[config.mk]
export PLATFORM = sky130hd
export DESIGN_NAME = vme_cmd_responder
export DESIGN_NICKNAME = d
export VERILOG_FILES = /design/src/rtl/vme_cmd_pkg.sv /design/src/rtl/vme_cmd_timer.sv /design/src/rtl/vme_cmd_responder.sv
export SDC_FILE = /design/constraint.sdc
export NUM_CORES = 1
export LEC_CHECK = 0
export ABC_AREA = 1
export CORE_MARGIN = 2
export CORE_UTILIZATION = 42
export DETAILED_ROUTE_END_ITERATION = 16
export PLACE_DENSITY_LB_ADDON = 0.1
export SKIP_CTS_REPAIR_TIMING = 1
export SLEW_MARGIN = 20
export SYNTH_ARGS = -nofsm -noshare
export SYNTH_HDL_FRONTEND = slang
export SYNTH_HIERARCHICAL = 1
export SYNTH_SLANG_ARGS = --single-unit
export TNS_END_PERCENT = 20
[constraint.sdc]
create_clock -name clk -period 3.3 [get_ports clk]
set_input_delay 0.495 -clock clk [delete_from_list [all_inputs] [get_ports clk]]
set_output_delay 0.495 -clock clk [all_outputs]
set_load 0.005 [all_outputs]
[src/rtl/vme_cmd_pkg.sv]
`default_nettype none
// +----------------------------------------------------------------------+
// | Package : vme_cmd_pkg                                                |
// | Shared state encoding, command/response bit positions and the error  |
// | data word for the VME command responder.                             |
// | Revision: 1.0 - initial release                                      |
// +----------------------------------------------------------------------+
package vme_cmd_pkg;

  typedef enum logic [2:0] {
    ST_IDLE    = 3'd0,
    ST_DECODE  = 3'd1,
    ST_ACCESS  = 3'd2,
    ST_WAIT    = 3'd3,
    ST_RESPOND = 3'd4
  } state_t;

  // Command word layout
  localparam int READ_BIT  = 25;
  localparam int WRITE_BIT = 24;
  localparam int TAG_HI    = 23;
  localparam int TAG_LO    = 16;
  localparam int DEV_HI    = 15;
  localparam int DEV_LO    = 12;
  localparam int ADDR_HI   = 11;
  localparam int ADDR_LO   = 0;

  // Response word layout
  localparam int DATA_HI      = 15;
  localparam int DATA_LO      = 0;
  localparam int FLAG_TIMEOUT = 16;
  localparam int FLAG_BAD_TAG = 17;
  localparam int FLAG_BAD_CMD = 18;
  localparam int FLAG_READ    = 19;

  localparam logic [15:0] ERR_DATA = 16'hDEAD;

endpackage : vme_cmd_pkg
`default_nettype wire

[src/rtl/vme_cmd_timer.sv]
`default_nettype none
// +----------------------------------------------------------------------+
// | Module  : vme_cmd_timer                                              |
// | Wait-cycle counter; tc is high while the count sits at LIMIT-1, i.e. |
// | the current enabled cycle is the LIMIT-th one.                       |
// | Revision: 1.0 - initial release                                      |
// +----------------------------------------------------------------------+
module vme_cmd_timer #(
  parameter int unsigned LIMIT = 255
) (
  input  logic clk,
  input  logic rst_n,
  input  logic clear,
  input  logic enable,
  output logic tc
);

  localparam int CNT_W = $clog2(LIMIT + 1);

  logic [CNT_W-1:0] count;

  // Count enabled cycles, restarting from zero on clear
  always_ff @(posedge clk or negedge rst_n) begin
    if (!rst_n) begin
      count <= '0;
    end else if (clear) begin
      count <= '0;
    end else if (enable) begin
      count <= count + CNT_W'(1);
    end
  end

  assign tc = (count == CNT_W'(LIMIT - 1));

endmodule : vme_cmd_timer
`default_nettype wire

[src/rtl/vme_cmd_responder.sv]
`default_nettype none
// +----------------------------------------------------------------------+
// | Module  : vme_cmd_responder                                          |
// | Target-side VME command endpoint: latches one command, performs one  |
// | device-bus access and returns a response word with a 1-cycle strobe. |
// | Option  : define VME_CMD_TIMEOUT_EN to add the WAIT timeout.         |
// | Revision: 1.0 - initial release                                      |
// +----------------------------------------------------------------------+
module vme_cmd_responder
  import vme_cmd_pkg::*;
#(
  parameter logic [7:0]  BOARD_TAG      = 8'hA8,
  parameter int unsigned TIMEOUT_CYCLES = 255
) (
  input  logic        clk,
  input  logic        rst_n,
  input  logic        start,
  input  logic [31:0] vme_cmd_reg,
  input  logic [31:0] vme_dat_reg_in,
  output logic [31:0] vme_dat_reg_out,
  output logic        vme_cmd_rd,
  output logic        vme_dat_wr,
  output logic [15:0] dev_sel,
  output logic [11:0] dev_addr,
  output logic [15:0] dev_wdata,
  output logic        dev_we,
  output logic        dev_strobe,
  input  logic [15:0] dev_rdata,
  input  logic        dev_ack
);

  if (TIMEOUT_CYCLES < 1 || TIMEOUT_CYCLES > 65535) begin : g_bad_timeout
    $error("vme_cmd_responder: TIMEOUT_CYCLES must be 1..65535");
  end

  state_t      state, state_nxt;
  logic [25:0] cmd_q;
  logic [15:0] wdata_q;
  logic [31:0] resp_q, resp_nxt;
  logic        load_resp;
  logic        timeout_hit;
  logic        dev_active;

  // Upper command bits and upper write-data bits carry nothing for us
  logic unused_bits;
  assign unused_bits = ^{vme_cmd_reg[31:26], vme_dat_reg_in[31:16]};

`ifdef VME_CMD_TIMEOUT_EN
  logic tmo_clear, tmo_enable, tmo_tc;
  assign tmo_clear  = (state == ST_ACCESS);
  assign tmo_enable = (state == ST_WAIT) && !dev_ack;

  vme_cmd_timer #(.LIMIT(TIMEOUT_CYCLES)) u_timer (
    .clk    (clk),
    .rst_n  (rst_n),
    .clear  (tmo_clear),
    .enable (tmo_enable),
    .tc     (tmo_tc)
  );

  // Ack takes precedence because the FSM tests dev_ack before timeout_hit
  assign timeout_hit = (state == ST_WAIT) && tmo_tc;
`else
  assign timeout_hit = 1'b0;
`endif

  // State register
  always_ff @(posedge clk or negedge rst_n) begin
    if (!rst_n) state <= ST_IDLE;
    else        state <= state_nxt;
  end

  // Capture the command only when the responder is ready for one
  always_ff @(posedge clk or negedge rst_n) begin
    if (!rst_n) begin
      cmd_q   <= '0;
      wdata_q <= '0;
    end else if (state == ST_IDLE && start) begin
      cmd_q   <= vme_cmd_reg[25:0];
      wdata_q <= vme_dat_reg_in[15:0];
    end
  end

  // Response word is loaded on entry to RESPOND and held afterwards
  always_ff @(posedge clk or negedge rst_n) begin
    if (!rst_n)         resp_q <= '0;
    else if (load_resp) resp_q <= resp_nxt;
  end

  // Next-state decode and response assembly
  always_comb begin
    state_nxt = state;
    load_resp = 1'b0;
    resp_nxt  = '0;
    resp_nxt[FLAG_READ] = cmd_q[READ_BIT];
    case (state)
      ST_IDLE: begin
        if (start) state_nxt = ST_DECODE;
      end
      ST_DECODE: begin
        if (cmd_q[TAG_HI:TAG_LO] != BOARD_TAG) begin
          resp_nxt[DATA_HI:DATA_LO] = ERR_DATA;
          resp_nxt[FLAG_BAD_TAG]    = 1'b1;
          load_resp = 1'b1;
          state_nxt = ST_RESPOND;
        end else if (!cmd_q[READ_BIT] && !cmd_q[WRITE_BIT]) begin
          resp_nxt[DATA_HI:DATA_LO] = ERR_DATA;
          resp_nxt[FLAG_BAD_CMD]    = 1'b1;
          load_resp = 1'b1;
          state_nxt = ST_RESPOND;
        end else begin
          state_nxt = ST_ACCESS;
        end
      end
      ST_ACCESS, ST_WAIT: begin
        if (dev_ack) begin
          resp_nxt[DATA_HI:DATA_LO] = cmd_q[READ_BIT] ? dev_rdata : 16'h0000;
          load_resp = 1'b1;
          state_nxt = ST_RESPOND;
        end else if (timeout_hit) begin
          resp_nxt[DATA_HI:DATA_LO] = ERR_DATA;
          resp_nxt[FLAG_TIMEOUT]    = 1'b1;
          load_resp = 1'b1;
          state_nxt = ST_RESPOND;
        end else begin
          state_nxt = ST_WAIT;
        end
      end
      ST_RESPOND: state_nxt = ST_IDLE;
      default:    state_nxt = ST_IDLE;
    endcase
  end

  // Device fields are only driven while an access is in flight
  assign dev_active = (state == ST_ACCESS) || (state == ST_WAIT);
  assign dev_sel    = dev_active ? (16'h0001 << cmd_q[DEV_HI:DEV_LO]) : 16'h0000;
  assign dev_addr   = dev_active ? cmd_q[ADDR_HI:ADDR_LO] : 12'h000;
  assign dev_wdata  = dev_active ? wdata_q : 16'h0000;
  assign dev_we     = dev_active && !cmd_q[READ_BIT];
  assign dev_strobe = (state == ST_ACCESS);

  assign vme_cmd_rd      = (state == ST_IDLE);
  assign vme_dat_wr      = (state == ST_RESPOND);
  assign vme_dat_reg_out = resp_q;

endmodule : vme_cmd_responder
`default_nettype wire

==> results.tsv, run 1 <==
stage	metric	value	unit
power_and_ir_drop	p_per_area	600	nW/um2
hold_path	hp-class	in2async	
clock_tree	ctsHtreeMaxLevel	3	
cells_and_area	num_antenna_cells	0	
status	status	complete, no violations	
grt	globalRouteMet1Util	0.221	
clock_tree	insertion_delay	340	ps
route	routed_wire_length_per_instance	12.0	um
route	ant_nets	0	
worst_setup_path	worstReg2RegEnd	vme_dat_reg_out[12]	
route	first_pass_iters	4	
route	vias_per_cell	4.56	
route	drtIter0Drc	106	
floorplanning	start_util	0.428	
place	port_buffers	128	
power_and_ir_drop	p_total	2700	uW
yosys	syn_avg_cell_area	8.42	um2
power_and_ir_drop	p_leak	0.00214	uW
timing	setup_viol	0	
clock_tree	clockBufferDepth	2	
floorplanning	die_w	89.5	um
grt	grtUsageTotal	0.183	
timing	post-route-min-period	2720	ps
timing	hold_viol_final	0	
timing	rsz0062_at_grt	no	
floorplanning	core.rowCount	31	
cells_and_area	final_net_count	570	
grt	antenna_found_initial	0	
route	drcViolationCount	0	
yosys	post_synth_num_cell_types	24	
timing	drv_slew	0	
grt	grt_max_degree	79	
worst_setup_path	worstPathArrival	2230	ps
timing	worstMarginPinSlew	837	ps
floorplanning	die_y	89.5	um
grt	grt_overflow	0	
worst_setup_path	r2r_cells	4	
yosys	synthCells	365	
yosys	syn_area	3070	um2
place	gp_congestion	0.796	
grt	grt_pass1_wl	11100	um
worst_setup_path	cp_max_fo	33	
worst_setup_path	r2r_slack	1540	ps
floorplanning	design.core.area	7180	um2
job	maxCapViolCount	0	
grt	busiest_layer	met2	
place	post-dp-hpwl	4940	um
power_and_ir_drop	ir_drop	337	uV
yosys	synth_seq_cells	64	
clock_tree	cts-buffers-inserted	9	
clock_tree	root_buffer	clkbuf_8	
cells_and_area	syn_to_final_growth	46.8	%
worst_setup_path	setup.worst_path.start_class	register	
grt	use_met2	0.294	
worst_setup_path	crit_type	reg2out	
clock_tree	cts.sinks	64	
clock_tree	cts_tree	built	
yosys	seq_area_frac_synth	0.521	
worst_setup_path	crit-reg2reg-launch	cmd_q[25]	
cells_and_area	layout-drive-gt1-share	0.0876	
grt	use_met3	0.0646	
floorplanning	ios	164	
timing	fin_worst_skew	10.3	ps
timing	clock.fmax	0.367	GHz
worst_setup_path	worstSetupEndpointType	output pin	
floorplanning	die-area	8010	um2
timing	fin_crit_sh	0.825	
worst_setup_path	required	2800	ps
clock_tree	path_clk_slew	70	ps
timing	max-slew-margin-rel	0.442	
timing	tns	0	ps
grt	first_global_vias	2412	
route	wirelength	7100	um
yosys	yosys_warnings	6	
route	vias	2688	
worst max-delay path by stage:
stage,cells past startpoint,slack [ps],from,to
3_5_place_dp,6,910,state[1],dev_sel[5]
2_1_floorplan,6,1730,state[1],dev_sel[0]
5_1_grt,6,440,state[1],dev_sel[7]
4_1_cts,6,520,state[1],dev_sel[5]
6_report,6,580,state[1],dev_sel[1]
3_3_place_gp,6,950,state[1],dev_sel[6]
stage by stage:
stage          setup WS, ps  utilization  instances  instance area, um2  hold slack (ps)
2_1_floorplan          1730            -        377                3120              199
3_3_place_gp            947        0.600        574                4300              448
3_5_place_dp            909        0.600        574                4300              452
4_1_cts                 523        0.628        590                4510              342
5_1_grt                 442        0.628        590                4510              387
6_report                578        0.628        590                4510              301
power by group:
group	switching (uW)	internal, uW	leakage (uW)	total (uW)
combinational	495	323	0.00133	817
clock	322	372	0.0000989	693
sequential	142	1050	0.000708	1190
total	958	1750	0.00214	2700
logic make-up after synthesis:
family,share of synthesized area
AOI/OAI and AO/OA,0.108
DFF,0.521
other,0.00122
and+or+nand+nor,0.229
buffers and inverters,0.140
worst max-delay path, stage by stage, from the launching register on:
cell and delay [ps]:
dfrtp_1 390, inv_1 90, nor2_4 140, inv_2 250, or2_1 390, nor2_1 120
clkdlybuf4s50_1 500
per-layer routing:
metal,share of wire,wire (um)
met2,0.49,3460
met5,0,0
met3,0.079,558
met1,0.42,2990
met4,0.014,98
placed cells by master, fill, tap and decap left out, drive strengths merged:
cell type,synthesis,routed
a21oi,36,36
buf,28,2
bufinv,0,1
clkbuf,3,10
clkdlybuf4s50,0,127
clkinv,0,2
clkinvlp,0,2
conb,1,13
dfrtp,64,64
inv,55,56
nand2,32,32
nand3,42,42
nor2,87,87
nor3,1,1
o211ai,11,11
o21ai,2,2
o22ai,1,1
or2,2,2
final cells by class:
class                      instances  area [um2]
fill                             654        2670
clock buffer                      10         138
timing repair buffer             129        1280
clock inverter                     6        67.6
tap                               99         124
sequential                        64        1600
multi-input combinational        227        1080
inverter                          55         209
sequential cells by signal, indices dropped and copies added, names as in the netlist:
| name | cells |
|---|---|
| state | 3 |
| wdata_q | 16 |
| vme_dat_reg_out | 19 |
| cmd_q | 26 |
cells in the mapped netlist:
master / count / area [um2]
a21oi_1: 22 / 110
a21oi_2: 14 / 123
buf_2: 9 / 45.0
buf_4: 13 / 97.6
buf_6: 6 / 67.6
clkbuf_1: 3 / 11.3
conb_1: 1 / 3.75
dfrtp_1: 64 / 1600
inv_1: 51 / 191
inv_2: 3 / 11.3
inv_4: 1 / 6.26
nand2_1: 28 / 105
nand2_2: 2 / 12.5
nand2_4: 2 / 22.5
nand3_1: 42 / 210
nor2_1: 85 / 319
nor2_2: 1 / 6.26
nor2_4: 1 / 11.3
nor3_1: 1 / 5.00
o211ai_1: 11 / 82.6
o21ai_0: 2 / 10.0
o22ai_1: 1 / 6.26
or2_1: 1 / 6.26
or2_2: 1 / 6.26
Note: power is estimated with default switching activity, not from simulation.
==> run 2, diff against run 1 <==
--- a/config.mk
+++ b/config.mk
@@ -7,7 +7,7 @@
 export LEC_CHECK = 0
 export ABC_AREA = 1
 export CORE_MARGIN = 2
-export CORE_UTILIZATION = 42
+export CORE_UTILIZATION = 39
 export DETAILED_ROUTE_END_ITERATION = 16
 export PLACE_DENSITY_LB_ADDON = 0.1
 export SKIP_CTS_REPAIR_TIMING = 1
==> constraint.sdc (replaced) <==
create_clock -name clk -period 2.7 [get_ports clk]
set_input_delay 0.405 -clock clk [delete_from_list [all_inputs] [get_ports clk]]
set_output_delay 0.405 -clock clk [all_outputs]
set_load 0.005 [all_outputs]
==> run 2 against run 1 <==
Effect of this change: clock skew decreased by 2.2 ps; global-route usage decreased by 0.39 points; non-clock buffer count increased by 3; utilization decreased by 3.7 points; worst hold slack got worse by 170 ps; via count increased by 1.1%; critical path type unchanged; clock power increased by 21%; critical path depth unchanged; largest cell class unchanged; largest power group unchanged; power increased by 22%; worst setup slack got worse by 370 ps.
==> results.tsv, run 2 (same netlist as run 1, synthesis figures left out) <==
stage	metric	value	unit
worst_setup_path	crit_type	reg2out	
worst_setup_path	worstSetupEndpointType	output pin	
clock_tree	insertion_delay	330	ps
worst_setup_path	crit-reg2reg-launch	cmd_q[25]	
status	status	complete, no violations	
grt	antenna_found_initial	0	
place	post-dp-hpwl	5250	um
worst_setup_path	required	2300	ps
power_and_ir_drop	ir_drop	347	uV
cells_and_area	final_net_count	573	
route	drcViolationCount	0	
route	wirelength	7230	um
cells_and_area	final_cell_mix	clkdlybuf4s50_1, nor2_1, dfrtp_1, inv_1, nand3_1	
clock_tree	cts-buffers-inserted	9	
clock_tree	clockBufferDepth	2	
timing	clock.fmax	0.401	GHz
floorplanning	die_y	92.7	um
route	vias	2718	
grt	first_global_vias	2712	
route	drtIter0Drc	62	
worst_setup_path	worstPathArrival	2090	ps
timing	fin_crit_sh	0.924	
power_and_ir_drop	seq_power_share	0.440	
grt	grtUsageTotal	0.179	
clock_tree	path_clk_slew	80	ps
timing	setup_viol	0	
cells_and_area	layout_commonest_cell	clkdlybuf4s50_1	
power_and_ir_drop	p_comb_frac	0.307	
route	routed_wire_length_per_instance	12.1	um
place	gp_congestion	0.713	
floorplanning	ios	164	
timing	fin_worst_skew	8.08	ps
power_and_ir_drop	intPower	2140	uW
cells_and_area	syn_to_final_growth	48.0	%
route	vias_per_cell	4.56	
worst_setup_path	r2r_slack	970	ps
worst_setup_path	setup.worst_path.start_class	register	
timing	worstMarginPinSlew	752	ps
power_and_ir_drop	p_per_area	727	nW/um2
cells_and_area	top_register	cmd_q	
place	place_area	4340	um2
floorplanning	die_w	92.7	um
hold_path	hp-class	in2async	
timing	post-route-min-period	2500	ps
worst_setup_path	endpoint	dev_sel[1]	
power_and_ir_drop	p_total	3310	uW
floorplanning	design.core.area	7690	um2
worst_setup_path	crit_chain	inv_1 > nor2_4 > inv_2 > or2_1 > nor2_1 > clkdlybuf4s50_1	
clock_tree	root_buffer	clkbuf_8	
worst_setup_path	slowest_stage	clkdlybuf4s50_1	
clock_tree	ctsHtreeMaxLevel	3	
worst_setup_path	r2r_cells	4	
timing	rsz0062_at_grt	no	
power_and_ir_drop	power_frac_clock	0.253	
route	ant_nets	0	
route	first_pass_iters	4	
power_and_ir_drop	sw_frac_of_total	0.351	
cells_and_area	num_antenna_cells	0	
worst_setup_path	critPathLaunch	state[1]	
power_and_ir_drop	p_leak	0.00216	uW
clock_tree	cts.sinks	64	
cells_and_area	layout-drive-gt1-share	0.0931	
power_and_ir_drop	p_sw	1160	uW
timing	drv_slew	0	
floorplanning	start_util	0.400	
worst_setup_path	cp_max_fo	14	
timing	hold_viol_final	0	
cells_and_area	largest_reg_flops	26	
grt	grt_max_degree	37	
grt	grt_pass1_wl	12100	um
floorplanning	die-area	8600	um2
cells_and_area	final_area	4550	um2
timing	tns	0	ps
worst_setup_path	worstReg2RegEnd	vme_dat_reg_out[2]	
place	port_buffers	128	
floorplanning	core.rowCount	32	
clock_tree	cts_tree	built	
grt	grt_overflow	0	
job	maxCapViolCount	0	
timing	max-slew-margin-rel	0.499	
worst_setup_path	max_stage_delay	510	ps
==> run 2: worst min path at each step <==
stage	cells after the start	from	to
2_1_floorplan	0	rst_n	cmd_q[0]
3_3_place_gp	2	cmd_q[24]	cmd_q[24]
3_5_place_dp	2	cmd_q[24]	cmd_q[24]
4_1_cts	1	rst_n	cmd_q[3]
5_1_grt	1	rst_n	cmd_q[3]
6_report	1	rst_n	cmd_q[0]
==> run 2: critical path, delay by kind of cell, from the launching register on <==
family                 cells  cell delay [ps]
buffers and inverters      3              750
and+or+nand+nor            3              590
DFF                        1              410
==> run 2: routing by layer <==
| layer | GRT usage | wire length [um] | up-vias |
|---|---|---|---|
| met2 | 0.307 | 3580 | 87 |
| met4 | 0.0797 | 170 | 0 |
| li1 | - | - | 1364 |
| met1 | 0.210 | 3020 | 1253 |
| met3 | 0.0480 | 456 | 14 |
| met5 | 0 | 0 | - |
==> run 2: per-stage QoR <==
| step | worst slack (ps) | std cells | hold WS [ps] | util |
|---|---|---|---|---|
| 2_1_floorplan | 1220 | 377 | 109 | - |
| 3_3_place_gp | 605 | 580 | 449 | 0.565 |
| 3_5_place_dp | 554 | 580 | 452 | 0.565 |
| 4_1_cts | 174 | 596 | 144 | 0.591 |
| 5_1_grt | 50.6 | 596 | 179 | 0.591 |
| 6_report | 205 | 596 | 131 | 0.591 |
==> run 2: power by group through the flow <==
stage	sequential, uW	combinational, uW	clock [uW]
3_3_place_gp	1460	994	0
4_1_cts	1450	1030	862
5_1_grt	1490	1170	899
6_report	1450	1020	836
3_5_place_dp	1470	1020	0
2_1_floorplan	1410	813	0
==> run 2: cell type report <==
cell class / count / area [um2]
clock buffer: 10 / 138
clock inverter: 6 / 67.6
fill: 743 / 3140
inverter: 55 / 209
multi-input combinational: 227 / 1080
sequential: 64 / 1600
tap: 102 / 128
timing repair buffer: 132 / 1320
==> run 3, diff against run 2 <==
--- a/config.mk
+++ b/config.mk
@@ -10,6 +10,7 @@
 export CORE_UTILIZATION = 39
 export DETAILED_ROUTE_END_ITERATION = 16
 export PLACE_DENSITY_LB_ADDON = 0.1
+export SETUP_SLACK_MARGIN = 0.1
 export SKIP_CTS_REPAIR_TIMING = 1
 export SLEW_MARGIN = 20
 export SYNTH_ARGS = -nofsm -noshare
==> run 3 against run 2 <==
Effect of this change: global-route usage stayed put; non-clock buffer count stayed put; sequential power hardly changed; utilization hardly changed; sequential share of layout area hardly changed; cell count stayed put; count of clock-buffer cells in the layout stayed put; critical path type unchanged.
==> results.tsv, run 3 (same netlist as run 1, synthesis figures left out) <==
stage	metric	value	unit
clock_tree	path_clk_slew	80	ps
cells_and_area	layout_commonest_cell	clkdlybuf4s50_1	
timing	tns	0	ps
grt	first_global_vias	2712	
timing	fin_crit_sh	0.901	
power_and_ir_drop	p_leak	0.00216	uW
route	drtIter0Drc	62	
route	drcViolationCount	0	
power_and_ir_drop	ir_drop	347	uV
cells_and_area	layout-drive-gt1-share	0.0951	
timing	clock.fmax	0.411	GHz
grt	antenna_found_initial	0	
power_and_ir_drop	power_frac_clock	0.253	
grt	grt_overflow	0	
clock_tree	cts.sinks	64	
worst_setup_path	worstSetupEndpointType	output pin	
clock_tree	ctsHtreeMaxLevel	3	
timing	drv_slew	0	
floorplanning	die_w	92.7	um
place	gp_congestion	0.713	
floorplanning	start_util	0.400	
worst_setup_path	cp_max_fo	14	
grt	grt_pass1_wl	12100	um
floorplanning	design.core.area	7690	um2
worst_setup_path	r2r_cells	4	
power_and_ir_drop	p_total	3310	uW
cells_and_area	final_cell_mix	clkdlybuf4s50_1, nor2_1, dfrtp_1, inv_1, nand3_1	
route	wirelength	7230	um
job	maxCapViolCount	0	
timing	hold_viol_final	0	
timing	post-route-min-period	2430	ps
power_and_ir_drop	p_sw	1160	uW
route	first_pass_iters	4	
route	routed_wire_length_per_instance	12.1	um
route	vias_per_cell	4.56	
worst_setup_path	worstPathArrival	2030	ps
route	ant_nets	0	
timing	setup_viol	0	
clock_tree	insertion_delay	330	ps
clock_tree	cts-buffers-inserted	9	
clock_tree	clockBufferDepth	2	
timing	worstMarginPinSlew	752	ps
grt	grtUsageTotal	0.179	
place	port_buffers	128	
cells_and_area	largest_reg_flops	26	
clock_tree	root_buffer	clkbuf_8	
timing	rsz0062_at_grt	no	
cells_and_area	nFillCells	742	
floorplanning	core.rowCount	32	
cells_and_area	num_antenna_cells	0	
floorplanning	die_y	92.7	um
floorplanning	die-area	8600	um2
power_and_ir_drop	p_per_area	727	nW/um2
grt	grt_max_degree	37	
cells_and_area	syn_to_final_growth	48.1	%
status	status	complete, no violations	
cells_and_area	multiInputGateArea	1090	um2
place	post-dp-hpwl	5250	um
hold_path	hp-class	in2async	
cells_and_area	top_register	cmd_q	
cells_and_area	seq_area	1600	um2
floorplanning	ios	164	
timing	fin_worst_skew	8.08	ps
power_and_ir_drop	intPower	2140	uW
timing	max-slew-margin-rel	0.499	
cells_and_area	final_net_count	573	
worst_setup_path	required	2300	ps
worst_setup_path	setup.worst_path.start_class	register	
clock_tree	cts_tree	built	
power_and_ir_drop	seq_power_share	0.440	
route	vias	2717	
power_and_ir_drop	p_comb_frac	0.307	
power_and_ir_drop	sw_frac_of_total	0.351	
worst_setup_path	crit_type	reg2out	
[run 3: cell counts in the layout (fill, tap and decap cells not counted)]
No cell type changed its count.
[run 3: final cells by class]
class                   instances  share of cell area
clock buffers                  10              0.0303
repair buffers                132               0.290
multi-input cells             227               0.239
clock inverters                 6              0.0149
well taps                     102              0.0281
flip-flops and latches         64               0.352
inverters                      55              0.0459
[run 3: stage by stage]
| stage | cells | hold slack (ps) | util | area [um2] | setup slack (ps) |
|---|---|---|---|---|---|
| detailed placement | 580 | 452 | 0.565 | 4340 | 554 |
| global route | 596 | 179 | 0.592 | 4550 | 104 |
| global placement | 580 | 449 | 0.565 | 4340 | 605 |
| floorplan | 377 | 109 | - | 3120 | 1220 |
| CTS | 596 | 144 | 0.591 | 4550 | 174 |
| finish | 596 | 131 | 0.592 | 4550 | 268 |
[run 3: worst paths after layout]
path,from,endpoint,slack [ps]
worst max-delay path,state[1],dev_sel[1],270
worst min-delay path,rst_n,cmd_q[0],130
worst max register to register,cmd_q[25],vme_dat_reg_out[2],970
worst min register to register,cmd_q[24],cmd_q[24],470
max in group asynchronous,rst_n,cmd_q[22],1920
min in group clk,cmd_q[24],cmd_q[24],470
[run 3: power groups by stage]
| stage | Combinational (uW) | Clock (uW) | Sequential (uW) |
|---|---|---|---|
| 2_1_floorplan | 813 | 0 | 1410 |
| 3_3_place_gp | 994 | 0 | 1460 |
| 3_5_place_dp | 1020 | 0 | 1470 |
| 4_1_cts | 1030 | 862 | 1450 |
| 5_1_grt | 1170 | 899 | 1500 |
| 6_report | 1020 | 836 | 1450 |
[run 3: critical path: stages (launching register included)]
cell and delay [ps]:
dfrtp_1 410, inv_1 100, nor2_4 140, inv_2 140
or2_4 290, nor2_1 100, clkdlybuf4s50_1 510
[run 3: layer usage]
metal / up-vias / share of wire / GRT usage
li1: 1364 / - / -
met1: 1252 / 0.42 / 0.210
met2: 87 / 0.50 / 0.307
met3: 14 / 0.063 / 0.0480
met4: 0 / 0.024 / 0.0797
met5: - / 0 / 0
